## src/rtl/sc_pkg.sv

```systemverilog
// ============================================================================
// sc_pkg : shared defaults, seeds, taps and state type for the SC pipeline
// Revision: 1.0
// ============================================================================
`default_nettype none

package sc_pkg;

    localparam int SC_WIDTH = 8;
    localparam int SC_BSL   = 255;

    // Both masks are maximal-length for an 8-bit left-shifting Fibonacci LFSR
    localparam logic [7:0] SC_SEED_A = 8'd1;
    localparam logic [7:0] SC_SEED_B = 8'd244;
    localparam logic [7:0] SC_TAPS_A = 8'b1000_1110;
    localparam logic [7:0] SC_TAPS_B = 8'b1001_0101;

    typedef enum logic [0:0] {
        IDLE = 1'b0,
        RUN  = 1'b1
    } sc_state_t;

endpackage

`default_nettype wire

```

## src/rtl/sc_lfsr.sv

```systemverilog
// ============================================================================
// sc_lfsr : left-shifting Fibonacci LFSR with synchronous load and step
// Revision: 1.0
// ============================================================================
`default_nettype none

module sc_lfsr
    import sc_pkg::*;
#(
    parameter int               WIDTH = SC_WIDTH,
    parameter logic [WIDTH-1:0] TAPS  = SC_TAPS_A,
    parameter logic [WIDTH-1:0] SEED  = SC_SEED_A
) (
    input  logic             clk,
    input  logic             rst,
    input  logic             load,
    input  logic [WIDTH-1:0] load_val,
    input  logic             step,
    output logic [WIDTH-1:0] state
);

    always_ff @(posedge clk or negedge rst) begin
        if (!rst) begin
            state <= SEED;
        end else if (load) begin
            state <= load_val;
        end else if (step) begin
            state <= {state[WIDTH-2:0], ^(state & TAPS)};
        end
    end

endmodule

`default_nettype wire

```

## src/rtl/sc_sng_pair.sv

```systemverilog
// ============================================================================
// sc_sng_pair : dual-lane stochastic number generator with valid/ready output
// Optional macro SC_SNG_SEED_LOAD_EN adds per-start seed_a/seed_b inputs.
// Revision: 1.0
// ============================================================================
`default_nettype none

module sc_sng_pair
    import sc_pkg::*;
#(
    parameter int               WIDTH  = SC_WIDTH,
    parameter int               BSL    = SC_BSL,
    parameter logic [WIDTH-1:0] SEED_A = SC_SEED_A,
    parameter logic [WIDTH-1:0] SEED_B = SC_SEED_B,
    parameter logic [WIDTH-1:0] TAPS_A = SC_TAPS_A,
    parameter logic [WIDTH-1:0] TAPS_B = SC_TAPS_B
) (
    input  logic             clk,
    input  logic             rst,
    input  logic             start,
    input  logic [WIDTH-1:0] a,
    input  logic [WIDTH-1:0] b,
`ifdef SC_SNG_SEED_LOAD_EN
    input  logic [WIDTH-1:0] seed_a,
    input  logic [WIDTH-1:0] seed_b,
`endif
    output logic             idle,
    output logic             bit_valid,
    input  logic             bit_ready,
    output logic             a_bit,
    output logic             b_bit,
    output logic             bit_last,
    output logic             done
);

    localparam int             CW   = $clog2(BSL + 1);
    localparam logic [CW-1:0]  LAST = CW'(BSL - 1);

    sc_state_t        state;
    sc_state_t        state_next;
    logic [WIDTH-1:0] a_q;
    logic [WIDTH-1:0] b_q;
    logic [CW-1:0]    count;
    logic [WIDTH-1:0] lfsr_a;
    logic [WIDTH-1:0] lfsr_b;
    logic [WIDTH-1:0] reload_a;
    logic [WIDTH-1:0] reload_b;
    logic             accept;
    logic             xfer;
    logic             at_last;

`ifdef SC_SNG_SEED_LOAD_EN
    // A zero seed would lock the LFSR, so fall back to the parameter seed
    assign reload_a = (seed_a != '0) ? seed_a : SEED_A;
    assign reload_b = (seed_b != '0) ? seed_b : SEED_B;
`else
    assign reload_a = SEED_A;
    assign reload_b = SEED_B;
`endif

    assign accept  = (state == IDLE) && start;
    assign xfer    = (state == RUN) && bit_ready;
    assign at_last = (state == RUN) && (count == LAST);

    sc_lfsr #(
        .WIDTH (WIDTH),
        .TAPS  (TAPS_A),
        .SEED  (SEED_A)
    ) u_lfsr_a (
        .clk      (clk),
        .rst      (rst),
        .load     (accept),
        .load_val (reload_a),
        .step     (xfer),
        .state    (lfsr_a)
    );

    sc_lfsr #(
        .WIDTH (WIDTH),
        .TAPS  (TAPS_B),
        .SEED  (SEED_B)
    ) u_lfsr_b (
        .clk      (clk),
        .rst      (rst),
        .load     (accept),
        .load_val (reload_b),
        .step     (xfer),
        .state    (lfsr_b)
    );

    always_ff @(posedge clk or negedge rst) begin
        if (!rst) begin
            state <= IDLE;
            a_q   <= '0;
            b_q   <= '0;
            count <= '0;
            done  <= 1'b0;
        end else begin
            state <= state_next;
            done  <= xfer && at_last;
            if (accept) begin
                a_q   <= a;
                b_q   <= b;
                count <= '0;
            end else if (xfer) begin
                // Width holds BSL, so the final increment cannot wrap
                count <= count + 1'b1;
            end
        end
    end

    always_comb begin
        state_next = state;
        idle       = 1'b0;
        bit_valid  = 1'b0;
        a_bit      = 1'b0;
        b_bit      = 1'b0;
        bit_last   = 1'b0;
        case (state)
            IDLE: begin
                idle = 1'b1;
                if (start) begin
                    state_next = RUN;
                end
            end
            RUN: begin
                bit_valid = 1'b1;
                a_bit     = (a_q > lfsr_a);
                b_bit     = (b_q > lfsr_b);
                bit_last  = at_last;
                if (xfer && at_last) begin
                    state_next = IDLE;
                end
            end
            default: state_next = IDLE;
        endcase
    end

endmodule

`default_nettype wire

```

## config.mk

```make
export PLATFORM = sky130hd
export DESIGN_NAME = sc_sng_pair
export DESIGN_NICKNAME = d
export VERILOG_FILES = /design/src/rtl/sc_pkg.sv /design/src/rtl/sc_lfsr.sv /design/src/rtl/sc_sng_pair.sv
export SDC_FILE = /design/constraint.sdc
export NUM_CORES = 1
export LEC_CHECK = 0
export CAP_MARGIN = 20
export CORE_MARGIN = 2
export CORE_UTILIZATION = 37
export CTS_CLUSTER_SIZE = 16
export DETAILED_ROUTE_END_ITERATION = 7
export PLACE_DENSITY_LB_ADDON = 0.05
export SETUP_SLACK_MARGIN = 0.1
export SLEW_MARGIN = 20
export SYNTH_ARGS = -nofsm -noshare
export SYNTH_HDL_FRONTEND = slang
export SYNTH_SLANG_ARGS = --single-unit
```

## constraint.sdc

```tcl
create_clock -name clk -period 3.2 [get_ports clk]
set_input_delay 0.48 -clock clk [delete_from_list [all_inputs] [get_ports clk]]
set_output_delay 0.48 -clock clk [all_outputs]
set_load 0.01 [all_outputs]
```

==> run_results.csv <==
group,metric,value,unit
critical_path,max_stage_delay,560,ps
floorplan,die_h,79.13,µm
place,place_area,2402,µm²
critical_path,path_class,"flop to output port",
power,powerDensity,558.6,nW/µm²
clock_network,clk_transition_reported_paths,90,ps
global_route,grt_pass1_wl,7424,µm
detailed_routing,num_vias,1540,
global_route,grt_max_degree,43,
global_route,grt_pass1_vias,1532,
yosys,postSynthCellCount,213,
critical_path,rr_worst_depth,3,
critical_path,path_max_fanout,3,
cells_and_area,stdcell_area,2485,µm²
critical_path,startpoint,"u_lfsr_b.state[7]$_DFFE_PN1P_",
critical_path,worst_setup_path_end_kind,"output port",
floorplan,start_util,38.16,%
cells_and_area,final_nets,279,
sta,worst_hold_slack,325.1,ps
yosys,synth.largest_area_cell,"dfrtp_1",
critical_path,startpoint_type,"flop",
worst_hold_path,hp-class,"primary input to asynchronous set/reset pin",
floorplan,die-area,6261,µm²
place,dpl.hpwl,3061,µm
clock_network,cts_tree,"yes",
yosys,ys_seq_area_share,50.69,%
clock_network,numCtsBuffers,5,
power,leakagePower,1.169,nW
detailed_routing,avgRoutedWirePerCell,13.75,µm
sta,rsz0062_at_grt,"false",
global_route,grt_overflow_total,0,
critical_path,worstPathRequired,2720,ps
run_status,status,"finished, final reports clean",
clock_network,cts.sinks,42,
yosys,yosysUniqueCellTypes,30,
floorplan,rows,27,
cells_and_area,drive_gt1_share,8.678,%
global_route,grt_antenna_before_repair,0,
run,max_cap_viol_count,0,
critical_path,rrSetupSlack,1460,ps
detailed_routing,totalWireLength,4317,µm
place,place_inst,306,
floorplan,ioPinCount,26,
power,ir_drop,293.5,µV
critical_path,r2r_end,"u_lfsr_a.state[2]$_DFFE_PN0P_",
cells_and_area,layoutNonFillerInstCount,314,
place,gp_congestion,0.7435,
critical_path,cp.depth,6,
clock_network,cts-root-buf,"clkbuf_8",
sta,finalSetupViolCount,0,
cells_and_area,antennaDiodeCount,0,
global_route,grt_use_total,15.27,%
floorplan,coreArea,5473,µm²
clock_network,cts_hold_buf,0,
detailed_routing,antenna_left,0,
sta,post-route-period-util,83.28,%
place,io_buffers,25,
yosys,synth.area.top_cells,"dfrtp_1 43%, ha_1 11%, nand2_1 9.9%, dfstp_2 7.5%, o21ai_0 3.4%",
detailed_routing,vias_per_cell,4.904,
yosys,netlist_area,2088,µm²
floorplan,die_w,79.13,µm
detailed_routing,dr.first_iter.drc_count,81,
sta,final_hold_viol_count,0,
cells_and_area,syn_to_final_growth,18.99,%
critical_path,crit_buf_inv,2,
yosys,ys_seq_elements,42,
sta,skew,14.54,ps
sta,tightest_slew,936.2,ps
sta,tns,0,ps
sta,max_freq,375.2,MHz
detailed_routing,first_pass_iters,4,
sta,max_slew_margin,37.58,%
clock_network,htree_levels,2,
critical_path,critPathSlowestCell,"clkdlybuf4s50_1",
clock_network,cts.path.max_buffers,2,
yosys,synthDominantCellAreaShare,43.14,%
cells_and_area,fillers,538,
critical_path,path_cells,"inv_1, ha_1, nand4_1, a21o_1, a31oi_1, clkdlybuf4s50_1",
critical_path,worstReg2RegStart,"state$_DFF_PN0_",
detailed_routing,drc,0,
clock_network,post_cts_buffers,0,
critical_path,arrival,2180,ps
critical_path,path_delay_family,"buffers and inverters",
sta,drv_slew,0,
clock_network,ctsResizeCount,0,
yosys,syn_avg_cell_area,9.804,µm²
yosys,ys_warn_count,0,
sta,fin_crit,2665,ps
yosys,synth.net_count,251,
clock_network,worst_skew_pair.late_latency,300,ps
## cell usage in the layout (no fill, tap or decap), types with 5 or more instances in the layout
cell type	instances
a22oi_1	5
clkbuf_8	5
clkdlybuf4s50_1	24
dfrtp_1	36
dfstp_2	6
ha_1	18
inv_1	18
nand2_1	55
nand3_1	6
nand4_1	6
o21ai_0	14
o22ai_1	7
xnor2_1	6
## layer usage
layer	part of all wire [%]	track usage [%]	up-vias	wire length [µm]
met5	0	0	-	0
met2	47	25.17	14	2026
met3	2.8	3.523	5	119
li1	-	-	787	-
met4	0.93	3.621	0	40
met1	49	20.45	734	2130
## logic make-up (layout without fill, tap and decap cells)
group                    Yosys count  in the layout  share of synthesized area (%)
AND/OR/NAND/NOR                   76             76                          16.48
XOR/XNOR                           6              6                          2.516
adder cells (fa/ha/maj)           18             18                          10.79
AO/OA/AOI/OAI                     47             47                          14.56
buffers and inverters             24             53                          4.973
flip-flops                        42             42                          50.69
## metrics by stage
| stage | utilization (%) | setup WS [ps] | power, mW |
|---|---|---|---|
| 3_5_place_dp | 43.90 | 839.4 | 1.065 |
| 4_1_cts | 45.40 | 514.1 | 1.403 |
| 3_3_place_gp | 43.90 | 848.0 | 1.066 |
| 5_1_grt | 45.40 | 439.3 | 1.493 |
| 2_1_floorplan | - | 1357 | 0.9471 |
| 6_report | 45.40 | 535.1 | 1.388 |
## how the worst max path moves through the flow
| stage | to |
|---|---|
| 3_5_place_dp | b_bit |
| 6_report | b_bit |
| 4_1_cts | b_bit |
| 5_1_grt | a_bit |
| 3_3_place_gp | b_bit |
| 2_1_floorplan | b_bit |
## where the power goes
group	internal [mW]	switching (mW)	total [mW]
Sequential	0.630	0.0716	0.701
Clock	0.152	0.183	0.335
Combinational	0.172	0.181	0.352
Total	0.953	0.435	1.39
## cell type report
class	count	area (µm²)	share of cell area [%]
flip-flops and latches	42	1059	42.60
multi-input cells	147	925.9	37.26
repair buffers	27	260.3	10.47
well taps	72	90.09	3.625
clock buffers	6	72.57	2.920
inverters	18	67.56	2.719
clock inverters	2	10.01	0.4028
## flip-flops by register name, summed over array words and instances, names as in the netlist
| register | cells |
|---|---|
| a_q | 8 |
| u_lfsr_b.state | 8 |
| count | 8 |
| state | 1 |
| b_q | 8 |
| u_lfsr_a.state | 8 |
| done | 1 |
## worst reg2reg max path: stages, from the launching register on
cell and delay [ps]:
dfrtp_1 500, nand2_1 450, nand2_1 410, o22ai_1 270
## Yosys cell counts
| cell | instances |
|---|---|
| o21ai_1 | 1 |
| o211ai_1 | 4 |
| a31oi_1 | 3 |
| nor2b_1 | 3 |
| inv_1 | 18 |
| nor2_1 | 1 |
| a22oi_1 | 5 |
| o22ai_1 | 7 |
| dfrtp_1 | 36 |
| nand2_1 | 55 |
| nand3_1 | 6 |
| nor4_2 | 1 |
| ha_1 | 18 |
| a2bb2oi_1 | 1 |
| o41ai_1 | 1 |
| clkbuf_1 | 1 |
| buf_2 | 2 |
| nand4_1 | 6 |
| buf_4 | 3 |
| o21ai_0 | 14 |
| o31ai_1 | 2 |
| dfstp_2 | 6 |
| o311ai_2 | 1 |
| nand3_2 | 1 |
| nor2_4 | 1 |
| and2_4 | 1 |
| xnor2_1 | 6 |
| a21o_1 | 4 |
| nor3_1 | 1 |
| a21oi_1 | 4 |
Note: power is estimated with default switching activity, not from simulation.
